[config.mk]
export PLATFORM = sky130hd
export DESIGN_NAME = adc_ltc2308_ctrl
export DESIGN_NICKNAME = d
export VERILOG_FILES = /design/src/rtl/adc_ltc2308_ctrl.sv
export SDC_FILE = /design/constraint.sdc
export NUM_CORES = 1
export LEC_CHECK = 0
export CAP_MARGIN = 10
export CORE_UTILIZATION = 34
export CTS_CLUSTER_DIAMETER = 50
export DETAILED_ROUTE_END_ITERATION = 6
export GPL_TIMING_DRIVEN = 0
export HOLD_SLACK_MARGIN = 0.06
export PLACE_DENSITY = 0.52
export SYNTH_ARGS = -nofsm -noshare
export SYNTH_HDL_FRONTEND = slang
export SYNTH_SLANG_ARGS = --single-unit
[constraint.sdc]
create_clock -name clk -period 2.4 [get_ports clk]
set_input_delay 0.24 -clock clk [delete_from_list [all_inputs] [get_ports clk]]
set_output_delay 0.24 -clock clk [all_outputs]
set_load 0.03 [all_outputs]
[src/rtl/adc_ltc2308_ctrl.sv]
// adc_ltc2308_ctrl: LTC2308 serial master running back-to-back convert/shift frames, emitting channel-tagged samples.
// Latency: a sample appears at ACQ entry; its tag is the channel requested one frame earlier (frame = CONV_CYCLES+24*CLK_DIV+ACQ_CYCLES).
// Backpressure: frames never stall; a sample still unconsumed when the next one lands is overwritten and sets sticky overrun.
// Build option: define ADC_AVG_EN to emit the mean of four consecutive same-channel samples instead of every raw code.

module adc_ltc2308_ctrl #(
  parameter int CLK_DIV     = 2,
  parameter int CONV_CYCLES = 80,
  parameter int ACQ_CYCLES  = 4
) (
  input  logic        clk,
  input  logic        reset,
  input  logic        enable,
  input  logic [2:0]  channel,
  input  logic        unipolar,
  input  logic        overrun_clr,
  output logic        adc_cs,
  output logic        adc_sclk,
  output logic        adc_din,
  input  logic        adc_dout,
  output logic [11:0] sample_data,
  output logic [2:0]  sample_chan,
  output logic        sample_valid,
  input  logic        sample_ready,
  output logic        overrun,
  output logic        busy
);

  typedef enum logic [1:0] {S_IDLE, S_CONV, S_SHIFT, S_ACQ} state_t;

  localparam logic [15:0] CONV_LAST = 16'(CONV_CYCLES - 1);
  localparam logic [15:0] DIV_LAST  = 16'(CLK_DIV - 1);
  localparam logic [15:0] ACQ_LAST  = 16'(ACQ_CYCLES - 1);

  state_t      state_q, state_d;
  logic [15:0] cnt_q, cnt_d;
  logic        phase_q, phase_d;        // 0 = SCLK low half, 1 = SCLK high half
  logic [3:0]  pulse_q, pulse_d;        // SCLK pulse index 0..11
  logic [5:0]  cfg_q, cfg_d;            // S/D, O/S, S1, S0, UNI, SLP
  logic [2:0]  cur_chan_q, cur_chan_d;  // channel configured by this frame's word
  logic [2:0]  prev_chan_q, prev_chan_d;// channel actually converted in this frame
  logic        first_q, first_d;        // config pipeline stale: drop this frame's word
  logic [11:0] shreg_q, shreg_d;

  logic [11:0] data_q, data_d;
  logic [2:0]  chan_q, chan_d;
  logic        valid_q, valid_d;
  logic        ovr_q, ovr_d;

  logic        acq_entry;
  logic        raw_load;
  logic        emit_vld;
  logic [11:0] emit_dat;
  logic [2:0]  emit_chan;
  logic [11:0] din_word;

  // Last SCLK high half of pulse 12 ends the shift phase; the word is complete here.
  assign acq_entry = (state_q == S_SHIFT) && phase_q && (cnt_q == DIV_LAST) && (pulse_q == 4'd11);
  assign raw_load  = acq_entry && !first_q;
  assign din_word  = {cfg_q, 6'b000000};

  assign adc_cs       = (state_q == S_CONV);
  assign adc_sclk     = (state_q == S_SHIFT) && phase_q;
  assign adc_din      = (state_q == S_SHIFT) ? din_word[4'd11 - pulse_q] : 1'b0;
  assign busy         = (state_q != S_IDLE);
  assign sample_data  = data_q;
  assign sample_chan  = chan_q;
  assign sample_valid = valid_q;
  assign overrun      = ovr_q;

  // Frame sequencer: next state, phase counters, config latch and serial capture.
  always_comb begin
    state_d     = state_q;
    cnt_d       = cnt_q;
    phase_d     = phase_q;
    pulse_d     = pulse_q;
    cfg_d       = cfg_q;
    cur_chan_d  = cur_chan_q;
    prev_chan_d = prev_chan_q;
    first_d     = first_q;
    shreg_d     = shreg_q;
    case (state_q)
      S_IDLE: begin
        if (enable) begin
          state_d    = S_CONV;
          cnt_d      = '0;
          cfg_d      = {1'b1, channel[0], channel[2], channel[1], unipolar, 1'b0};
          cur_chan_d = channel;
          first_d    = 1'b1;  // previous config word is stale after idling
        end
      end
      S_CONV: begin
        if (cnt_q == CONV_LAST) begin
          state_d = S_SHIFT;
          cnt_d   = '0;
          phase_d = 1'b0;
          pulse_d = '0;
        end else begin
          cnt_d = cnt_q + 16'd1;
        end
      end
      S_SHIFT: begin
        if (cnt_q == DIV_LAST) begin
          cnt_d = '0;
          if (!phase_q) begin
            phase_d = 1'b1;
            shreg_d = {shreg_q[10:0], adc_dout};  // sample on the rising SCLK edge
          end else begin
            phase_d = 1'b0;
            if (pulse_q == 4'd11) begin
              state_d     = S_ACQ;
              prev_chan_d = cur_chan_q;
              first_d     = 1'b0;
            end else begin
              pulse_d = pulse_q + 4'd1;
            end
          end
        end else begin
          cnt_d = cnt_q + 16'd1;
        end
      end
      S_ACQ: begin
        if (cnt_q == ACQ_LAST) begin
          cnt_d = '0;
          if (enable) begin
            state_d    = S_CONV;
            cfg_d      = {1'b1, channel[0], channel[2], channel[1], unipolar, 1'b0};
            cur_chan_d = channel;
          end else begin
            state_d = S_IDLE;
          end
        end else begin
          cnt_d = cnt_q + 16'd1;
        end
      end
      default: state_d = S_IDLE;
    endcase
  end

  // Sequencer state registers.
  always_ff @(posedge clk) begin
    if (reset) begin
      state_q     <= S_IDLE;
      cnt_q       <= '0;
      phase_q     <= 1'b0;
      pulse_q     <= '0;
      cfg_q       <= '0;
      cur_chan_q  <= '0;
      prev_chan_q <= '0;
      first_q     <= 1'b1;
      shreg_q     <= '0;
    end else begin
      state_q     <= state_d;
      cnt_q       <= cnt_d;
      phase_q     <= phase_d;
      pulse_q     <= pulse_d;
      cfg_q       <= cfg_d;
      cur_chan_q  <= cur_chan_d;
      prev_chan_q <= prev_chan_d;
      first_q     <= first_d;
      shreg_q     <= shreg_d;
    end
  end

`ifdef ADC_AVG_EN
  logic [13:0] acc_q, acc_d;
  logic [1:0]  acnt_q, acnt_d;
  logic [2:0]  achan_q, achan_d;
  logic [13:0] sum;

  // Four-sample averager; a channel change restarts the run, idling discards it.
  always_comb begin
    acc_d     = acc_q;
    acnt_d    = acnt_q;
    achan_d   = achan_q;
    sum       = acc_q + {2'b00, shreg_q};
    emit_vld  = 1'b0;
    emit_dat  = sum[13:2];
    emit_chan = prev_chan_q;
    if (state_q == S_IDLE) begin
      acc_d  = '0;
      acnt_d = '0;
    end else if (raw_load) begin
      if ((acnt_q != 2'd0) && (prev_chan_q != achan_q)) begin
        acc_d   = {2'b00, shreg_q};
        acnt_d  = 2'd1;
        achan_d = prev_chan_q;
      end else if (acnt_q == 2'd3) begin
        emit_vld = 1'b1;
        acc_d    = '0;
        acnt_d   = '0;
      end else begin
        acc_d   = sum;
        acnt_d  = acnt_q + 2'd1;
        achan_d = prev_chan_q;
      end
    end
  end

  // Averager registers.
  always_ff @(posedge clk) begin
    if (reset) begin
      acc_q   <= '0;
      acnt_q  <= '0;
      achan_q <= '0;
    end else begin
      acc_q   <= acc_d;
      acnt_q  <= acnt_d;
      achan_q <= achan_d;
    end
  end
`else
  assign emit_vld  = raw_load;
  assign emit_dat  = shreg_q;
  assign emit_chan = prev_chan_q;
`endif

  // Output stream: load, handshake drop and sticky overrun (set beats clear).
  always_comb begin
    data_d  = data_q;
    chan_d  = chan_q;
    valid_d = valid_q;
    ovr_d   = ovr_q;
    if (valid_q && sample_ready) valid_d = 1'b0;
    if (overrun_clr) ovr_d = 1'b0;
    if (emit_vld) begin
      data_d  = emit_dat;
      chan_d  = emit_chan;
      valid_d = 1'b1;
      if (valid_q && !sample_ready) ovr_d = 1'b1;
    end
  end

  // Output stream registers.
  always_ff @(posedge clk) begin
    if (reset) begin
      data_q  <= '0;
      chan_q  <= '0;
      valid_q <= 1'b0;
      ovr_q   <= 1'b0;
    end else begin
      data_q  <= data_d;
      chan_q  <= chan_d;
      valid_q <= valid_d;
      ovr_q   <= ovr_d;
    end
  end

endmodule

==> results of run 1 <==
kinds of logic (layout without fill, tap and decap cells):
kind of cell               after synthesis  after routing  synth area share [%]
xor gates and xnor gates                 4              4                  1.21
muxes                                   11             11                  4.27
adders and majority gates                9              9                  3.88
DFF                                     61             61                  42.1
and+or+nand+nor                        146            146                  26.9
AOI/OAI and AO/OA                       77             77                  17.2
buffers and inverters                   33             78                  4.48
Yosys cell counts, drive strengths merged (4+ instances only):
master	n	area, um^2
inv	18	67.6
and2	4	25.0
nand4	9	77.6
o21ai	12	60.1
or4	4	30.0
clkbuf	12	45.0
dfxtp	61	1220
nor4	5	76.3
a211oi	6	50.1
mux2i	9	90.1
a21oi	38	190
nor2	21	78.8
nand2	71	269
nor3	8	45.0
nand3	9	45.0
ha	9	113
per-layer routing:
layer  GRT usage [%]  vias to the layer above
li1                -                     1280
met1            22.9                     1161
met2            25.3                       44
met3            4.19                        9
met4            8.08                        0
met5               0                        -
final cells by class:
type                       count  area, um^2  share of cell area (%)
clock inverter                 6        86.3                    2.43
multi-input combinational    247        1560                    44.0
clock buffer                  10         128                    3.60
tap                          105         131                    3.71
buffer                        15        65.1                    1.83
sequential                    61        1220                    34.4
inverter                      18        67.6                    1.91
timing repair buffer          29         288                    8.12
power by group through the flow:
stage / registers [mW] / clock network, mW / logic, mW
floorplan: 1.10 / 0 / 0.573
global placement: 1.11 / 0 / 0.769
finish: 1.08 / 1.01 / 0.778
global route: 1.09 / 1.09 / 0.861
detailed placement: 1.11 / 0 / 0.770
CTS: 1.08 / 1.05 / 0.776
path summary, 6_finish.rpt:
| check | start | to | cells past startpoint |
|---|---|---|---|
| setup / recovery | state_q[0] | busy | 4 |
| hold / removal | adc_dout | emit_dat[0] | 3 |
| setup reg to reg | cnt_q[1] | cnt_q[13] | 8 |
| hold reg to reg | sample_chan[0] | sample_chan[0] | 2 |
metrics by stage:
| stage | utilization [%] | hold slack, ns | worst slack, ns |
|---|---|---|---|
| 3_3_place_gp | 40.3 | 0.438 | 0.0432 |
| 4_1_cts | 42.8 | 0.433 | 0.0212 |
| 6_report | 42.9 | 0.440 | 0.231 |
| 3_5_place_dp | 40.3 | 0.445 | 0.0426 |
| 5_1_grt | 42.9 | 0.453 | 0.0483 |
| 2_1_floorplan | - | 0.377 | 0.437 |
tightest hold or removal path, cell delays in order:
cell	delay [ns]
sky130_fd_sc_hd__clkdlybuf4s50_1	0.40
sky130_fd_sc_hd__nand2_1	0.06
sky130_fd_sc_hd__a21oi_1	0.05
sequential cells by signal (all words and copies together), names as in the netlist, 3 cells and up:
signal	flops
sample_data	12
emit_chan	3
cfg_q	3
emit_dat	12
sample_chan	3
cnt_q	16
pulse_q	4
layout by cell type (no fill, tap or decap), drive strengths merged, types with 3 or more instances in the layout:
cell            n
a21o            3
inv            19
nand2b          3
a21oi          38
nand4           9
dfxtp          61
and2            4
clkdlybuf4s50  27
nand3           9
clkbuf         23
or4             4
mux2i           9
nor3            8
nor2           21
nand2          71
buf             3
ha              9
a22o            3
o21ai          12
nor4b           3
xor2            3
a211oi          6
nor4            5
repair_timing:
action | in CTS | in global routing
setup buffers | 0 | 0
resized for setup | 2 | 8
endpoints found under the setup margin | 1 | 13
==> impl_metrics.py, run 1 <==
metrics = {
    "run_status": {
        "outcome": "finished, final reports clean",
    },
    "cells_and_area": {
        "fill_cells": 856,
        "antennaDiodeCount": 0,
        "fraction_of_layout_cells_with_a_size_suffix_above_1_pct": 11.4,
        "num-nets-final": 400,
        "final_non_filler_cells": 491,
        "fin_area_mm2": 0.00355,
        "layout-area-overhead-vs-synth_pct": 22.2,
    },
    "placed_design": {
        "numPortBuffers": 29,
        "dpl.hpwl_mm": 4.86,
        "detailed_place.area_mm2": 0.00332,
        "place.detailed.instances": 475,
        "gp_congestion": 0.780,
    },
    "worst_setup_path": {
        "setup.worst_path.class": "reg -> out",
        "worstPathBufferInverterCount": 3,
        "critical_path.cell_chain": "inv_1 -> ha_1 -> inv_1 -> clkdlybuf4s50_1",
        "critPathTopFamily": "buffers and inverters",
        "timing.critical_path.fanout_max": 5,
        "crit_arrival_ns": 1.93,
        "reg_to_reg_slack_setup_ns": 0.26,
        "critPathMaxStageDelay_ns": 0.70,
        "worst_setup_path_end_kind": "output port",
        "critical_path_required_ns": 2.16,
        "startpoint_type": "register",
        "worst_path_most_repeated_cell": "sky130_fd_sc_hd__inv_1",
        "timing.critical_path.slowest_stage_cell": "sky130_fd_sc_hd__clkdlybuf4s50_1",
    },
    "synth": {
        "async_reset_ff_share_pct": 0,
        "synth_warnings": 0,
        "area_of_the_mapped_netlist_mm2": 0.00290,
        "ys_ff_latch": 61,
        "postSynthAreaPerCell_um2": 8.51,
        "synth_seq_area_share_pct": 42.1,
        "yosys_most_used_dff": "sky130_fd_sc_hd__dfxtp_1",
        "synthDistinctLibCells": 56,
        "synth.net_count": 360,
        "synth-edff-count": 0,
        "postSynthCellCount": 341,
    },
    "clock_tree": {
        "clock_input_transition_at_the_sequential_cells_of_the_worst_setup_and_hold_paths_ns": 0.07,
        "htree_num_levels": 3,
        "tritoncts": "done",
        "cts_max_path_buffers": 2,
        "clock-sinks": 61,
        "clock_latency_ns": 0.35,
        "hold_buffers": 0,
        "cts-root-buf": "sky130_fd_sc_hd__clkbuf_8",
        "tritoncts.num_buffers": 9,
    },
    "power": {
        "leakagePower_nw": 1.25,
        "p_switching_mw": 0.946,
        "power.share.sequential_pct": 37.7,
        "peakVddDrop_mv": 0.571,
        "p_clk_share_pct": 35.2,
        "power.density_cell_area_mw_per_mm2": 811,
        "post-layout-total-power_mw": 2.87,
        "switching_share_pct": 32.9,
        "power_frac_comb_pct": 27.1,
        "p_int_mw": 1.93,
    },
    "floorplanning": {
        "core_mm2": 0.00826,
        "die-area_mm2": 0.00891,
        "fp.dieW_um": 94.4,
        "chipHeight_um": 94.4,
        "start_util_pct": 35.2,
        "rows": 33,
        "io_pins": 31,
    },
    "detailed_routing": {
        "detail_route.wl_per_cell_um": 14.1,
        "sum_of_routed_wire_length_over_all_layers_mm": 6.92,
        "wl_met2_mm": 3.06,
        "starting_drc_count_in_detailed_routing": 79,
        "max_layer_used": "met4",
        "wl_met1_mm": 3.52,
        "detailedRoute.firstPassIterationCount": 4,
        "wl_met3_um": 214,
        "total_via_count_in_the_routed_design": 2494,
        "avgViaCountPerCell": 5.08,
        "count_of_unresolved_drc_violations_after_routing": 0,
        "drtAntennaViolNets": 0,
    },
    "timing": {
        "slew_headroom_pct": 53.4,
        "final-hold-violation-count": 0,
        "fin_tns_setup_ns": 0,
        "rsz0062_at_grt": "false",
        "final.min_clock_period_ns": 2.17,
        "timing_max_transition_violations_final": 0,
        "fmaxAchievable_mhz": 461,
        "final.setup_skew_ns": 0.00790,
        "tightestPinTransition_ns": 0.697,
        "timing.final.crit_share_pct": 90.4,
        "timing.final.setup_violations": 0,
    },
    "grt": {
        "grt_pass1_wl_mm": 11.4,
        "global_route.overflow_total": 0,
        "grt_antenna_before_repair": 0,
        "grt_max_degree": 12,
        "grt_pass1_vias": 2325,
        "grt.total_usage_pct": 17.0,
    },
    "job": {
        "max_cap_viol_count": 0,
    },
    "hold_path": {
        "timing.hold.worst.class": "in -> reg",
    },
}
(Power assumes the default switching activity.)
==> run 2, diff against run 1 <==
--- a/config.mk
+++ b/config.mk
@@ -8,10 +8,12 @@
 export CAP_MARGIN = 10
 export CORE_UTILIZATION = 34
 export CTS_CLUSTER_DIAMETER = 50
+export CTS_CLUSTER_SIZE = 16
 export DETAILED_ROUTE_END_ITERATION = 6
 export GPL_TIMING_DRIVEN = 0
 export HOLD_SLACK_MARGIN = 0.06
 export PLACE_DENSITY = 0.52
+export RECOVER_POWER = 50
 export SYNTH_ARGS = -nofsm -noshare
 export SYNTH_HDL_FRONTEND = slang
 export SYNTH_SLANG_ARGS = --single-unit
==> run 2 against run 1 <==
Against the previous run: combinational power down 1%; setup slack better by 0.0050 ns; first-iteration DRC count increased by 6.3%; clock skew barely moved.
==> impl_metrics.py, run 2 (synthesis gave the netlist of run 1 again) <==
metrics = {
    "run_status": {
        "outcome": "finished, final reports clean",
    },
    "worst_setup_path": {
        "critPathMaxStageDelay_ns": 0.70,
        "reg2regPathDepth": 7,
        "r2r_start": "cnt_q[0]",
        "setup.worst_path.class": "reg -> out",
        "timing.critical_path.fanout_max": 5,
        "crit_arrival_ns": 1.92,
        "r2r-end": "cnt_q[7]",
        "timing.critical_path.slowest_stage_cell": "sky130_fd_sc_hd__clkdlybuf4s50_1",
        "worst_setup_path_end_kind": "output port",
        "worst_path_most_repeated_cell": "sky130_fd_sc_hd__inv_1",
        "critical_path_required_ns": 2.16,
        "startpoint_type": "register",
        "reg_to_reg_slack_setup_ns": 0.25,
        "critical_path.cell_chain": "inv_1 -> ha_1 -> inv_1 -> clkdlybuf4s50_1",
    },
    "timing": {
        "fmaxAchievable_mhz": 462,
        "timing_max_transition_violations_final": 0,
        "slew_headroom_pct": 53.6,
        "tightestPinTransition_ns": 0.695,
        "final.setup_skew_ns": 0.00753,
        "rsz0062_at_grt": "false",
        "fin_tns_setup_ns": 0,
        "final-hold-violation-count": 0,
        "whs_ns": 0.445,
        "timing.final.setup_violations": 0,
        "final.min_clock_period_ns": 2.16,
        "timing.final.crit_share_pct": 90.2,
    },
    "job": {
        "max_cap_viol_count": 0,
    },
    "clock_tree": {
        "cts_max_path_buffers": 2,
        "cts_setup_buffers": 0,
        "cts-root-buf": "sky130_fd_sc_hd__clkbuf_8",
        "clock_latency_ns": 0.35,
        "tritoncts": "done",
        "hold_buffers": 0,
        "htree_num_levels": 3,
        "clock-sinks": 61,
        "tritoncts.num_buffers": 9,
        "clock_input_transition_at_the_sequential_cells_of_the_worst_setup_and_hold_paths_ns": 0.07,
        "postCtsResizedCells": 2,
    },
    "floorplanning": {
        "start_util_pct": 35.2,
        "rows": 33,
        "fp.dieW_um": 94.4,
        "core_mm2": 0.00826,
        "io_pins": 31,
        "die-area_mm2": 0.00891,
        "chipHeight_um": 94.4,
    },
    "grt": {
        "grt_pass1_vias": 2325,
        "grt_antenna_before_repair": 0,
        "global_route.overflow_total": 0,
        "grt.total_usage_pct": 17.0,
        "grt_pass1_wl_mm": 11.4,
        "grt_max_degree": 12,
    },
    "cells_and_area": {
        "largest-register": "cnt_q",
        "num-nets-final": 400,
        "max_reg_flops": 16,
        "ff_latch_area_mm2": 0.00122,
        "layout_commonest_cell": "sky130_fd_sc_hd__nand2_1",
        "fin_area_mm2": 0.00352,
        "layout-area-overhead-vs-synth_pct": 21.4,
        "layout_common_cells": "69 x sky130_fd_sc_hd__nand2_1, 61 x sky130_fd_sc_hd__dfxtp_1, 38 x sky130_fd_sc_hd__a21oi_1",
        "fill_cells": 860,
        "antennaDiodeCount": 0,
        "fraction_of_layout_cells_with_a_size_suffix_above_1_pct": 10.9,
        "multi_input_area_mm2": 0.00155,
    },
    "detailed_routing": {
        "total_via_count_in_the_routed_design": 2481,
        "count_of_unresolved_drc_violations_after_routing": 0,
        "sum_of_routed_wire_length_over_all_layers_mm": 6.92,
        "starting_drc_count_in_detailed_routing": 84,
        "detail_route.wl_per_cell_um": 14.1,
        "drtAntennaViolNets": 0,
        "detailedRoute.firstPassIterationCount": 4,
        "avgViaCountPerCell": 5.05,
    },
    "hold_path": {
        "min_delay_endpoint": "emit_dat[0]",
        "hold_depth": 3,
        "timing.hold.worst.class": "in -> reg",
        "holdCritStartpoint": "adc_dout",
    },
    "placed_design": {
        "dpl.hpwl_mm": 4.86,
        "detailed_place.area_mm2": 0.00332,
        "numPortBuffers": 29,
        "gp_congestion": 0.780,
    },
    "power": {
        "peakVddDrop_mv": 0.569,
        "power.density_cell_area_mw_per_mm2": 811,
        "leakagePower_nw": 1.28,
    },
}
run 2: cell count changes in the layout (fill, tap and decap cells not counted):
cell	before	now
sky130_fd_sc_hd__nor3b_1	0	1
sky130_fd_sc_hd__buf_2	2	1
sky130_fd_sc_hd__and2_1	3	2
sky130_fd_sc_hd__nor3b_2	1	0
sky130_fd_sc_hd__clkbuf_1	11	12
sky130_fd_sc_hd__clkbuf_2	3	4
sky130_fd_sc_hd__dlymetal6s2s_1	1	0
sky130_fd_sc_hd__dlygate4sd3_1	0	17
sky130_fd_sc_hd__clkdlybuf4s50_1	27	10
sky130_fd_sc_hd__and2_0	1	2
sky130_fd_sc_hd__o32ai_2	1	0
sky130_fd_sc_hd__o32ai_1	0	1
run 2: worst max-delay path by stage:
stage | start | to | slack (ns) | cells past startpoint
floorplan | state_q[0] | cnt_q[12] | 0.44 | 9
detailed placement | state_q[0] | cnt_q[12] | 0.04 | 9
finish | state_q[0] | busy | 0.24 | 4
CTS | state_q[0] | cnt_q[12] | 0.02 | 9
global placement | state_q[0] | cnt_q[12] | 0.04 | 9
global route | cnt_q[0] | emit_dat[1] | 0.03 | 7
run 2: per-layer routing:
metal / vias to the layer above / GRT usage, % / part of all wire, %
li1: 1280 / - / -
met1: 1162 / 22.9 / 51
met2: 35 / 25.3 / 44
met3: 4 / 4.19 / 3.6
met4: 0 / 8.08 / 0.94
met5: - / 0 / 0
run 2: layout make-up:
cell class | instances | area share (%)
Multi-Input combinational cell | 247 | 43.9
Sequential cell | 61 | 34.6
Timing Repair Buffer | 29 | 7.92
Tap cell | 105 | 3.73
Clock buffer | 10 | 3.62
Clock inverter | 6 | 2.45
Inverter | 18 | 1.92
Buffer | 15 | 1.85
run 2: worst max-delay path: cells and delay by family, from the launching register on:
family	cells	cell delay [ns]
fa+ha+maj	1	0.26
buf+inv	3	0.96
flops	1	0.37
run 2: report_power, final:
group / switching (mW) / internal, mW
clock: 0.422 / 0.585
sequential: 0.0339 / 1.05
combinational: 0.479 / 0.291
run 2: through the flow:
step / std cells / util, % / setup WS [ns] / total power, mW
floorplan: 341 / - / 0.437 / 1.67
global placement: 475 / 40.3 / 0.0432 / 1.87
detailed placement: 475 / 40.3 / 0.0426 / 1.88
CTS: 491 / 42.8 / 0.0212 / 2.91
global route: 491 / 42.7 / 0.0272 / 3.03
finish: 491 / 42.7 / 0.236 / 2.86
